`config.mk`:
```
export PLATFORM = sky130hd
export DESIGN_NAME = usb_tx_pkt_ctrl
export DESIGN_NICKNAME = d
export VERILOG_FILES = /design/src/rtl/usb_tx_pkg.sv /design/src/rtl/usb_tx_wdog.sv /design/src/rtl/usb_tx_pkt_ctrl.sv
export SDC_FILE = /design/constraint.sdc
export NUM_CORES = 1
export LEC_CHECK = 0
export ABC_CLOCK_PERIOD_IN_PS = 5500
export BUFFER_PORTS_ARGS = -buffer_cell sky130_fd_sc_hd__buf_2
export CAP_MARGIN = 20
export CORE_ASPECT_RATIO = 1.5
export CORE_MARGIN = 1
export CORE_UTILIZATION = 30
export CTS_BUF_LIST = sky130_fd_sc_hd__clkbuf_2 sky130_fd_sc_hd__clkbuf_4 sky130_fd_sc_hd__clkbuf_8
export DETAILED_ROUTE_END_ITERATION = 7
export HOLD_SLACK_MARGIN = 0.15
export PLACE_DENSITY_LB_ADDON = 0.25
export SETUP_SLACK_MARGIN = 0.2
export SLEW_MARGIN = 10
export SYNTH_ARGS = -nofsm -noshare
export SYNTH_HDL_FRONTEND = slang
export SYNTH_SLANG_ARGS = --single-unit
```
`constraint.sdc`:
```
create_clock -name clk -period 5.5 [get_ports clk]
set_input_delay 0.825 -clock clk [delete_from_list [all_inputs] [get_ports clk]]
set_output_delay 0.825 -clock clk [all_outputs]
set_load 0.005 [all_outputs]
```
`src/rtl/usb_tx_pkg.sv`:
```
// Shared types and constants for the USB device TX packet sequencer.
package usb_tx_pkg;

  typedef enum logic [1:0] {
    HANDSHAKE = 2'd0,
    TOKEN     = 2'd1,
    DATA      = 2'd2,
    RSVD      = 2'd3
  } pkt_type_t;

  typedef enum logic [2:0] {
    SEL_SYNC   = 3'd0,
    SEL_PID    = 3'd1,
    SEL_FIFO   = 3'd2,
    SEL_CRC_LO = 3'd3,
    SEL_CRC_HI = 3'd4
  } byte_sel_t;

  typedef enum logic [2:0] {
    ST_IDLE,
    ST_LOAD,
    ST_SHIFT,
    ST_STALL,
    ST_ADVANCE,
    ST_EOP,
    ST_DONE
  } state_t;

  typedef enum logic [2:0] {
    PH_SYNC,
    PH_PID,
    PH_PAYLOAD,
    PH_CRC_LO,
    PH_CRC_HI
  } phase_t;

  localparam int TOKEN_LEN = 2;

  function automatic byte_sel_t phase_to_sel(input phase_t ph);
    case (ph)
      PH_SYNC:    return SEL_SYNC;
      PH_PID:     return SEL_PID;
      PH_PAYLOAD: return SEL_FIFO;
      PH_CRC_LO:  return SEL_CRC_LO;
      default:    return SEL_CRC_HI;
    endcase
  endfunction

endpackage

```
`src/rtl/usb_tx_wdog.sv`:
```
// Per-byte watchdog: counts stalled cycles and flags the terminal count.
module usb_tx_wdog #(
  parameter int WDOG_CYCLES = 1024
) (
  input  logic clk,
  input  logic rst,
  input  logic clear,
  input  logic count_en,
  output logic expired
);

  localparam int CNT_W = $clog2(WDOG_CYCLES + 1);

  logic [CNT_W-1:0] cnt_q, cnt_d;

  assign expired = count_en && (cnt_q == CNT_W'(WDOG_CYCLES - 1));

  always_comb begin
    cnt_d = cnt_q;
    if (clear || expired) begin
      cnt_d = '0;
    end else if (count_en) begin
      cnt_d = cnt_q + CNT_W'(1);
    end
  end

  always_ff @(posedge clk) begin
    if (rst) begin
      cnt_q <= '0;
    end else begin
      cnt_q <= cnt_d;
    end
  end

endmodule

```
`src/rtl/usb_tx_pkt_ctrl.sv`:
```
// USB TX packet sequencer: SYNC, PID, payload and CRC16 bytes into the shifter, then EOP.
// Optional byte watchdog enabled by defining USB_TX_WDOG_EN.
module usb_tx_pkt_ctrl
  import usb_tx_pkg::*;
#(
  parameter int MAX_PAYLOAD = 64,
  parameter int LEN_W       = $clog2(MAX_PAYLOAD + 1)
`ifdef USB_TX_WDOG_EN
  ,
  parameter int WDOG_CYCLES = 1024
`endif
) (
  input  logic             clk,
  input  logic             rst,
  input  logic             tx_start,
  input  logic [1:0]       pkt_type,
  input  logic [LEN_W-1:0] pkt_len,
  input  logic             fifo_empty,
  input  logic             byte_sent,
  input  logic             tx_hold,
  input  logic             eop_done,
  output logic             load_enable,
  output logic [2:0]       byte_sel,
  output logic             fifo_read,
  output logic             tx_enable,
  output logic             crc_enable,
  output logic             crc_clear,
  output logic             create_eop,
  output logic             transmitting,
  output logic             tx_done,
  output logic             tx_error,
  output logic [LEN_W-1:0] bytes_left
);

  state_t           state_q, state_d;
  phase_t           phase_q, phase_d;
  pkt_type_t        type_q, type_d;
  pkt_type_t        req_type;
  logic [LEN_W-1:0] bytes_left_q, bytes_left_d;
  logic             pend_q, pend_d;
  logic             abort_q, abort_d;
  logic             wdog_expired;

  assign req_type   = pkt_type_t'(pkt_type);
  assign bytes_left = bytes_left_q;

`ifdef USB_TX_WDOG_EN
  logic wdog_clear, wdog_count;

  assign wdog_clear = (state_q == ST_LOAD);
  assign wdog_count = (state_q == ST_SHIFT) || (state_q == ST_STALL) || (state_q == ST_EOP);

  usb_tx_wdog #(
    .WDOG_CYCLES(WDOG_CYCLES)
  ) u_wdog (
    .clk      (clk),
    .rst      (rst),
    .clear    (wdog_clear),
    .count_en (wdog_count),
    .expired  (wdog_expired)
  );
`else
  assign wdog_expired = 1'b0;
`endif

  always_ff @(posedge clk) begin
    if (rst) begin
      state_q      <= ST_IDLE;
      phase_q      <= PH_SYNC;
      type_q       <= HANDSHAKE;
      bytes_left_q <= '0;
      pend_q       <= 1'b0;
      abort_q      <= 1'b0;
    end else begin
      state_q      <= state_d;
      phase_q      <= phase_d;
      type_q       <= type_d;
      bytes_left_q <= bytes_left_d;
      pend_q       <= pend_d;
      abort_q      <= abort_d;
    end
  end

  always_comb begin
    state_d      = state_q;
    phase_d      = phase_q;
    type_d       = type_q;
    bytes_left_d = bytes_left_q;
    pend_d       = pend_q;
    abort_d      = abort_q;
    load_enable  = 1'b0;
    byte_sel     = 3'd0;
    fifo_read    = 1'b0;
    tx_enable    = 1'b0;
    crc_enable   = 1'b0;
    crc_clear    = 1'b0;
    create_eop   = 1'b0;
    transmitting = 1'b0;
    tx_done      = 1'b0;
    tx_error     = 1'b0;

    case (state_q)
      ST_IDLE: begin
        if (tx_start) begin
          if (req_type == RSVD || (req_type == DATA && pkt_len > LEN_W'(MAX_PAYLOAD))) begin
            tx_error = 1'b1;
          end else begin
            type_d  = req_type;
            phase_d = PH_SYNC;
            pend_d  = 1'b0;
            abort_d = 1'b0;
            case (req_type)
              DATA:    bytes_left_d = pkt_len;
              TOKEN:   bytes_left_d = LEN_W'(TOKEN_LEN);
              default: bytes_left_d = '0;
            endcase
            state_d = ST_LOAD;
          end
        end
      end

      // A payload load with nothing in the FIFO aborts the packet with an EOP and no tx_done.
      ST_LOAD: begin
        transmitting = 1'b1;
        if (phase_q == PH_PAYLOAD && fifo_empty) begin
          tx_error = 1'b1;
          abort_d  = 1'b1;
          state_d  = ST_EOP;
        end else begin
          load_enable = 1'b1;
          byte_sel    = phase_to_sel(phase_q);
          crc_clear   = (phase_q == PH_PID);
          if (phase_q == PH_PAYLOAD) begin
            fifo_read    = 1'b1;
            crc_enable   = (type_q == DATA);
            bytes_left_d = bytes_left_q - LEN_W'(1);
          end
          state_d = ST_SHIFT;
        end
      end

      ST_SHIFT: begin
        transmitting = 1'b1;
        tx_enable    = 1'b1;
        if (tx_hold) begin
          pend_d  = byte_sent;
          state_d = ST_STALL;
        end else if (byte_sent) begin
          state_d = ST_ADVANCE;
        end
      end

      ST_STALL: begin
        transmitting = 1'b1;
        if (!tx_hold) begin
          pend_d  = 1'b0;
          state_d = pend_q ? ST_ADVANCE : ST_SHIFT;
        end
      end

      ST_ADVANCE: begin
        transmitting = 1'b1;
        state_d      = ST_LOAD;
        case (phase_q)
          PH_SYNC: phase_d = PH_PID;
          PH_PID, PH_PAYLOAD: begin
            if (bytes_left_q != '0) begin
              phase_d = PH_PAYLOAD;
            end else if (type_q == DATA) begin
              phase_d = PH_CRC_LO;
            end else begin
              state_d = ST_EOP;
            end
          end
          PH_CRC_LO: phase_d = PH_CRC_HI;
          default:   state_d = ST_EOP;
        endcase
      end

      ST_EOP: begin
        transmitting = 1'b1;
        create_eop   = 1'b1;
        if (eop_done) begin
          state_d = abort_q ? ST_IDLE : ST_DONE;
        end
      end

      ST_DONE: begin
        tx_done = 1'b1;
        state_d = ST_IDLE;
      end

      default: state_d = ST_IDLE;
    endcase

    // Watchdog expiry drops everything and reports an error in the same cycle.
    if (wdog_expired) begin
      load_enable  = 1'b0;
      byte_sel     = 3'd0;
      fifo_read    = 1'b0;
      tx_enable    = 1'b0;
      crc_enable   = 1'b0;
      crc_clear    = 1'b0;
      create_eop   = 1'b0;
      transmitting = 1'b0;
      tx_done      = 1'b0;
      tx_error     = 1'b1;
      pend_d       = 1'b0;
      state_d      = ST_IDLE;
    end
  end

endmodule
```
==> results.toml, run 1 <==
[detailed_routing]
drt_wl_total_um = 3710
avgViaCountPerCell = 5.62
wl_per_cell_um = 14.7
first_pass_iters = 4
drt_iter0_drc = 52
final_antenna_net_count = 0
drc = 0
routed-via-count = 1417

[timing]
fin_crit_sh_pct = 53.9
finalSetupViolCount = 0
worst_hold_slack_ps = 476
slew_headroom_pct = 57.7
grt_setup_unrepaired = "false"
finalMaxSlewViolations = 0
hold_viol_final = 0
finClkSkew_ps = 1.43
period_needed_ps = 2970
worst_pin_slew_ps = 618
tns_ps = 0
setup_ws_ps = 2530
max_clock_freq_mhz = 337

[clock_network]
clk_pin_slew_ps = 70
post_cts_resized = 0
root_buffer = "clkbuf_8"
cts_tree = "built"
hold_buffers = 0
cts_htree_levels = 1
cts.sinks = 17
cts_buffers = 3
postCtsSetupBuffers = 0
clockBufferDepth = 2
clkLatencyLatePin_ps = 250

[die]
core_um2 = 4250
ios = 35
die_x_um = 56.3
fp.dieH_um = 83.4
dieArea_um2 = 4700
initial_core_util_pct = 31.2
core.rowCount = 29

[synthesis]
synth_area_leaders = "dfxtp_1, o21ai_0, a21oi_1"
synth-seq-cells = 17
synthTopCellsByCount = "nand2_1, o21ai_0, dfxtp_1"
ys.flop_type = "dfxtp_1"
synth_area_um2 = 1330
synth_top_cell_by_area = "dfxtp_1"
avgSynthCellArea_um2 = 7.41
syn_inst = 179
yosysWarnings = 0
synth_edf_count = 0
syn_nets = 200
ys_seq_area_share_pct = 25.7
async_flop_share_pct = 0
yosysUniqueCellTypes = 53
yosys.area.top_type_share_pct = 25.7

[worst_setup_path]
start_kind = "flip-flop"
arrival_ps = 2140
r2r_start = "state_q[0]"
r2r_setup_slack_ps = 3300
critPathMaxFanout = 19
slowest_delay_ps = 690
critical_path.cell_chain = "or3b_1 -> nor4b_1 -> buf_2"
crit_required_ps = 4680
setup.worst_path.end_class = "output pin"
r2r-end = "bytes_left[4]"
critPathKind = "reg -> out"
rr_worst_depth = 5
cpMaxStageDelayCell = "or3b_1"

[power_and_ir_drop]
power.total_uw = 480
p_leak_nw = 0.654
ir_worst_vdd_mv = 0.126
power_density_nw_per_um2 = 310

[min_path]
hold_depth = 2
min_path_type = "reg -> reg"
min_from = "type_q[0]"
hold-path-endpoint = "type_q[0]"

[grt]
overflow = 0
grt_max_degree = 21
antenna_found_initial = 0
track_usage_pct = 16.3
grt_pass1_vias = 1281
grt_pass1_wl_um = 6080

[finish]
nets = 228
area_growth_syn_to_layout_pct = 16.6
instances_no_fill = 252
drive_above_1_share_pct = 23.3
stdcell_area_um2 = 1550
fin_util_pct = 36.4
antennaDiodeCount = 0

[placement]
io_buffers = 34
dp_worst_setup_slack_ps = 2590
placedCellCount = 248
gp_congestion = 0.809
place_area_um2 = 1500
dp_hpwl_um = 2840

[run_status]
status = "finished, final reports clean"

[flow_run]
maxCapViolCount = 0
==> critical path: cells and delay by family, from the launching register on <==
| kind | cells | cell delay (ps) |
|---|---|---|
| DFF | 1 | 660 |
| and+or+nand+nor | 2 | 1060 |
| buffers and inverters | 1 | 160 |
==> placed cells by master (no fill, tap or decap), types with 2 or more instances in the layout <==
cell type  synthesis  routed
a21o_1             2       2
a21oi_1           16      16
and2_1             2       2
and3_1             2       2
buf_2              3      34
clkbuf_8           0       3
dfxtp_1           17      17
ha_1               5       5
inv_1              9       9
nand2_1           18      18
nand2b_1           3       3
nand3_1            8       8
nor2_1            15      15
nor2b_1            2       2
nor3_1             7       7
nor3b_1            2       2
nor4_1             2       2
nor4b_1            2       2
o21a_1             2       2
o21ai_0           18      18
o22ai_1            2       2
o31ai_1            4       4
o32ai_1            2       2
or3_1              2       2
==> layout make-up <==
type | instances | area, um2
fillers | 468 | 2700
flip-flops and latches | 17 | 340
clock buffers | 4 | 48.8
multi-input cells | 142 | 896
inverters | 9 | 33.8
repair buffers | 34 | 170
well taps | 46 | 57.6
==> logic make-up (layout without fill, tap and decap cells) <==
| logic type | after synthesis | after routing | synth area share (%) |
|---|---|---|---|
| AOI/OAI and AO/OA | 56 | 56 | 26.3 |
| xor gates and xnor gates | 2 | 2 | 1.32 |
| adders and majority gates | 6 | 6 | 5.47 |
| buffers and inverters | 20 | 47 | 6.79 |
| DFF | 17 | 17 | 25.7 |
| muxes | 1 | 1 | 0.755 |
| and+or+nand+nor | 77 | 77 | 33.7 |
==> how the worst max path moves through the flow <==
stage                             end         from  slack, ps  cells past startpoint
after floorplan              tx_error  pkt_type[0]       2950                      7
after global routing      byte_sel[1]   state_q[0]       2260                      3
after global placement       tx_error  pkt_type[0]       2630                      9
after detailed placement     tx_error  pkt_type[0]       2590                      9
final                     byte_sel[1]   state_q[0]       2530                      3
after CTS                 byte_sel[1]   state_q[0]       2530                      3
==> per-layer routing <==
layer | vias to the layer above | GRT usage (%) | wire length, um | part of all wire (%)
li1 | 709 | - | - | -
met1 | 665 | 19.4 | 1590 | 43
met4 | 0 | 7.10 | 97 | 2.6
met5 | - | 0 | 0 | 0
met2 | 35 | 28.5 | 1900 | 51
met3 | 8 | 2.34 | 123 | 3.3
==> sequential cells by signal (all words and copies together), names as in the netlist <==
signal      flops
bytes_left      7
phase_q         3
pend_q          1
abort_q         1
type_q          2
state_q         3
==> power by group <==
part | total (mW) | switching, mW | internal [mW]
clock network | 0.103 | 0.0462 | 0.0564
registers | 0.167 | 0.0295 | 0.138
logic | 0.210 | 0.129 | 0.0813
total | 0.480 | 0.204 | 0.275
(Power assumes the default switching activity.)
==> inputs of run 2 (changes only) <==
--- a/config.mk
+++ b/config.mk
@@ -5,7 +5,7 @@
 export SDC_FILE = /design/constraint.sdc
 export NUM_CORES = 1
 export LEC_CHECK = 0
-export ABC_CLOCK_PERIOD_IN_PS = 5500
+export ABC_CLOCK_PERIOD_IN_PS = 2400
 export BUFFER_PORTS_ARGS = -buffer_cell sky130_fd_sc_hd__buf_2
 export CAP_MARGIN = 20
 export CORE_ASPECT_RATIO = 1.5
==> constraint.sdc (replaced) <==
create_clock -name clk -period 2.4 [get_ports clk]
set_input_delay 0.36 -clock clk [delete_from_list [all_inputs] [get_ports clk]]
set_output_delay 0.36 -clock clk [all_outputs]
set_load 0.005 [all_outputs]
==> results.toml, run 2 (same netlist as run 1, synthesis figures left out) <==
[min_path]
hold-path-endpoint = "type_q[1]"
min_from = "pkt_type[1]"
hold_depth = 3
min_path_type = "in -> reg"

[timing]
period_needed_ps = 2010
finalMaxSlewViolations = 0
worst_hold_slack_ps = 388
slew_headroom_pct = 59.9
worst_pin_slew_ps = 586
grt_setup_unrepaired = "false"
tns_ps = 0
hold_viol_final = 0
finClkSkew_ps = 6.08
finalSetupViolCount = 0
fin_crit_sh_pct = 83.8
max_clock_freq_mhz = 497

[die]
core_um2 = 4250
dieArea_um2 = 4700
initial_core_util_pct = 31.2
ios = 35
die_x_um = 56.3
fp.dieH_um = 83.4
core.rowCount = 29

[clock_network]
root_buffer = "clkbuf_8"
postCtsSetupBuffers = 0
clockBufferDepth = 2
clkLatencyLatePin_ps = 250
cts.sinks = 17
cts_tree = "built"
clk_pin_slew_ps = 80
cts_htree_levels = 1
cts_buffers = 3

[power_and_ir_drop]
power_density_nw_per_um2 = 710
ir_worst_vdd_mv = 0.509
p_leak_nw = 0.672

[finish]
register_area_um2 = 340
multiInputGateArea_um2 = 898
area_growth_syn_to_layout_pct = 18.9
layout_commonest_cell = "buf_2"
drive_above_1_share_pct = 25.2
stdcell_area_um2 = 1580
instances_no_fill = 256
final_cell_mix = "buf_2, nand2_1, o21ai_0"
antennaDiodeCount = 0
fin_util_pct = 37.1
nets = 232
largest_register_ffs = 7
n_fill_cell = 462

[grt]
track_usage_pct = 16.7
grt_pass1_vias = 1352
overflow = 0
grt_max_degree = 20
antenna_found_initial = 0
grt_pass1_wl_um = 6200

[worst_setup_path]
cpMaxStageDelayCell = "or4b_4"
r2r_start = "bytes_left[0]"
arrival_ps = 1650
setup.worst_path.end_class = "output pin"
critPathKind = "reg -> out"
critical_path.cell_chain = "or4b_4 -> nor2_4 -> and2_1 -> buf_2"
r2r-end = "phase_q[1]"
slowest_delay_ps = 620
crit_required_ps = 2040
start_kind = "flip-flop"
r2r_setup_slack_ps = 390
critPathMaxFanout = 11
rr_worst_depth = 7

[flow_run]
maxCapViolCount = 0

[placement]
place_area_um2 = 1530
placedCellCount = 252
dp_hpwl_um = 2860
io_buffers = 34
gp_congestion = 0.821

[detailed_routing]
drc = 0
drt_wl_total_um = 3670
first_pass_iters = 4
avgViaCountPerCell = 5.38
routed-via-count = 1378
drt_iter0_drc = 48
final_antenna_net_count = 0
wl_per_cell_um = 14.3

[run_status]
status = "finished, final reports clean"
==> run 2: cell types whose count changed in the layout (fill, tap and decap cells not counted) <==
cell,previous run,this run
buf_4,0,4
clkbuf_4,1,0
clkinv_2,0,1
ha_1,5,4
ha_2,0,1
==> run 2: routing by layer <==
layer / vias to the layer above / GRT usage, % / wire [um] / part of all wire, %
li1: 714 / - / - / -
met3: 10 / 2.18 / 108 / 2.9
met1: 623 / 19.1 / 1580 / 43
met2: 31 / 29.1 / 1840 / 50
met5: - / 0 / 0 / 0
met4: 0 / 9.31 / 145 / 4.0
==> run 2: how the worst max path moves through the flow <==
| stage | from | end | slack (ps) | cells past startpoint |
|---|---|---|---|---|
| finish | phase_q[2] | crc_enable | 390 | 4 |
| global route | bytes_left[0] | phase_q[1] | 240 | 7 |
| CTS | state_q[1] | byte_sel[1] | 370 | 3 |
| detailed placement | pkt_type[0] | phase_q[1] | 350 | 7 |
| global placement | pkt_type[0] | phase_q[1] | 350 | 7 |
| floorplan | bytes_left[0] | phase_q[1] | 590 | 7 |
==> run 2: timing repair <==
action,CTS,global route
resized for setup,0,1
hold buffers,0,0
hold endpoints to repair,0,0
endpoints found under the setup margin,0,1
==> run 2: worst max-delay path: cells and delay by family, from the launching register on <==
family                 cells  cell delay (ps)
DFF                        1              420
and+or+nand+nor            3              880
buffers and inverters      1              100
==> run 2: per-stage QoR <==
stage | total power, mW | setup WS [ps]
2_1_floorplan | 0.742 | 589
3_3_place_gp | 0.899 | 348
3_5_place_dp | 0.899 | 354
4_1_cts | 1.13 | 369
5_1_grt | 1.21 | 243
6_report | 1.12 | 388
==> run 2: cell type report <==
| type | count | area share, % |
|---|---|---|
| well taps | 46 | 3.65 |
| clock inverters | 1 | 0.317 |
| clock buffers | 3 | 2.62 |
| inverters | 9 | 2.14 |
| multi-input cells | 142 | 57.0 |
| repair buffers | 38 | 12.7 |
| flip-flops and latches | 17 | 21.6 |
==> run 2: report_power, final <==
part           total [mW]  switching [mW]  leakage, nW  internal, mW
sequential          0.345          0.0292        0.138         0.316
combinational       0.552           0.342        0.508         0.209
clock               0.223           0.108       0.0255         0.115
==> inputs of run 3 (changes only) <==
--- a/config.mk
+++ b/config.mk
@@ -5,7 +5,8 @@
 export SDC_FILE = /design/constraint.sdc
 export NUM_CORES = 1
 export LEC_CHECK = 0
-export ABC_CLOCK_PERIOD_IN_PS = 2400
+export ABC_AREA = 1
+export ABC_CLOCK_PERIOD_IN_PS = 2000
 export BUFFER_PORTS_ARGS = -buffer_cell sky130_fd_sc_hd__buf_2
 export CAP_MARGIN = 20
 export CORE_ASPECT_RATIO = 1.5
==> constraint.sdc (replaced) <==
create_clock -name clk -period 2 [get_ports clk]
set_input_delay 0.3 -clock clk [delete_from_list [all_inputs] [get_ports clk]]
set_output_delay 0.3 -clock clk [all_outputs]
set_load 0.005 [all_outputs]
==> results.toml, run 3 <==
[worst_setup_path]
rr_worst_depth = 11
setup.worst_path.end = "tx_error"
cpMaxStageDelayCell = "dfxtp_1"
r2r-end = "phase_q[2]"
arrival_ps = 1410
startpoint = "state_q[1]"
r2r_setup_slack_ps = 470
critPathKind = "reg -> out"
critical_path.cell_chain = "inv_2 -> nand2_2 -> nor2_4 -> nand2_1 -> o21ai_1 -> buf_2"
start_kind = "flip-flop"
setup.worst_path.end_class = "output pin"
crit_required_ps = 1700
r2r_start = "bytes_left[0]"
slowest_delay_ps = 380
critPathMaxFanout = 5

[grt]
antenna_found_initial = 0
grt_max_degree = 17
track_usage_pct = 16.8
grt_pass1_vias = 1476
grt_pass1_wl_um = 6510
overflow = 0

[timing]
hold_viol_final = 0
max_clock_freq_mhz = 586
grt_setup_unrepaired = "false"
finalMaxSlewViolations = 0
period_needed_ps = 1710
fin_crit_sh_pct = 85.3
finClkSkew_ps = 0.845
slew_headroom_pct = 65.0
tns_ps = 0
worst_pin_slew_ps = 524
finalSetupViolCount = 0

[power_and_ir_drop]
p_int_mw = 1.36
power_density_nw_per_um2 = 1680
p_sw_share_pct = 51.7
ir_worst_vdd_mv = 0.679
switchingPower_mw = 1.46
pwr-share-seq_pct = 23.2
p_leak_nw = 0.897
comb_power_share_pct = 66.6
clockPowerShare_pct = 10.2

[die]
core.rowCount = 30
ios = 35
fp.dieH_um = 85.6
die_x_um = 57.7
core_um2 = 4500
initial_core_util_pct = 31.0
dieArea_um2 = 4940

[detailed_routing]
drt_wl_total_um = 3750
drc = 3
drt_iter0_drc = 47
avgViaCountPerCell = 4.84
final_antenna_net_count = 0
first_pass_iters = 6
wl_per_cell_um = 11.7
routed-via-count = 1553

[synthesis]
synth_area_um2 = 1400
synthMuxAreaShare_pct = 0
synth_top_family_by_area = "simple AND/OR/NAND/NOR gates"
synth.most_common_cell = "nand2_1"
avgSynthCellArea_um2 = 5.94
synth_edf_count = 0
synth_xor_area_share_pct = 1.25
ys_seq_area_share_pct = 24.4
synth-seq-cells = 17
synth-compound-area-share_pct = 8.51
synthSimpleGateAreaFrac_pct = 49.8
synth_fa_ha_area_share_pct = 4.48
yosysWarnings = 0
ys.flop_type = "dfxtp_1"
yosysUniqueCellTypes = 27
syn_nets = 256
async_flop_share_pct = 0
synth_area_leaders = "dfxtp_1, nand2_1, nor2_1"
synthTopCellsByCount = "nand2_1, nor2_1, inv_1"
synth_top_cell_by_area = "dfxtp_1"
syn_inst = 235
yosys.area.top_type_share_pct = 24.4

[placement]
dp_hpwl_um = 2950
io_buffers = 34
place_area_um2 = 1610
gp_congestion = 0.802

[finish]
antennaDiodeCount = 0
layout_commonest_cell = "nand2_1"
nets = 295
area_growth_syn_to_layout_pct = 20.3
n_fill_cell = 528
largest_register_ffs = 7
final_cell_mix = "nand2_1, nor2_1, buf_2"
drive_above_1_share_pct = 23.8
stdcell_area_um2 = 1680

[run_status]
status = "complete, but fails checks"
violations = "DRC"

[clock_network]
cts_htree_levels = 1
clockBufferDepth = 2
cts_buffers = 3
clk_pin_slew_ps = 70
cts.sinks = 17
root_buffer = "clkbuf_8"
cts_tree = "built"
clkLatencyLatePin_ps = 260

[min_path]
min_path_type = "in -> reg"

[flow_run]
maxCapViolCount = 0
run 3: cell count changes after synthesis, moves of 3 or more:
cell / delta
nand2_1: +47
nor2_1: +24
inv_1: +16
nand3_1: +13
o21ai_0: -12
nand4_1: +6
clkbuf_1: -5
inv_2: +5
nand2_2: +4
nor2_2: +4
nor3_1: -4
o31ai_1: -4
nand2b_1: -3
run 3: critical path, delay by kind of cell, from the launching register on:
family / cells / cell delay (ps)
simple gates: 3 / 350
compound gates: 1 / 170
buf+inv: 2 / 250
flops: 1 / 380
run 3: final cells by class:
class / instances / area, um2 / share of cell area, %
Clock buffer: 4 / 48.8 / 2.90
Inverter: 31 / 121 / 7.22
Multi-Input combinational cell: 182 / 900 / 53.5
Sequential cell: 17 / 343 / 20.4
Tap cell: 48 / 60.1 / 3.57
Timing Repair Buffer: 39 / 208 / 12.4
run 3: metal layers:
metal | track usage (%) | share of wire, % | vias up
met5 | 0 | 0 | -
met1 | 19.5 | 43 | 683
met4 | 6.71 | 2.6 | 0
met2 | 31.1 | 50 | 38
li1 | - | - | 822
met3 | 1.51 | 3.7 | 10
run 3: how the worst min path moves through the flow:
stage,start,cells after the start,end
2_1_floorplan,rst,1,pend_q
4_1_cts,rst,2,pend_q
3_3_place_gp,type_q[1],2,type_q[1]
5_1_grt,rst,2,pend_q
6_report,rst,2,pend_q
3_5_place_dp,type_q[1],2,type_q[1]
run 3: metrics by stage:
stage                     setup slack [ps]  util (%)  std cells  hold slack, ps  power (mW)
after floorplan                        594         -        235             369        2.08
after global placement                 383      35.8        316             438        2.51
after detailed placement               360      35.8        316             444        2.52
after CTS                              206      37.2        321             202        2.84
after global routing                   204      37.3        321             218        3.16
final                                  293      37.3        321             201        2.82
run 3: cells by family after synthesis:
kind of cell | count (synthesis)
AND/OR/NAND/NOR | 152
buffers and inverters | 36
XOR/XNOR | 2
adder cells (fa/ha/maj) | 5
flip-flops | 17
AO/OA/AOI/OAI | 23
run 3: power by group through the flow:
stage | combinational, mW | sequential [mW] | clock [mW]
6_report | 1.88 | 0.653 | 0.289
5_1_grt | 2.18 | 0.682 | 0.301
4_1_cts | 1.89 | 0.654 | 0.292
3_5_place_dp | 1.86 | 0.658 | 0
3_3_place_gp | 1.86 | 0.656 | 0
2_1_floorplan | 1.45 | 0.626 | 0
run 3: timing repair:
item                       in CTS  in global routing
resized for setup               1                  4
hold buffers                    0                  0
setup endpoints to repair       2                  3
buffers inserted                1                  0
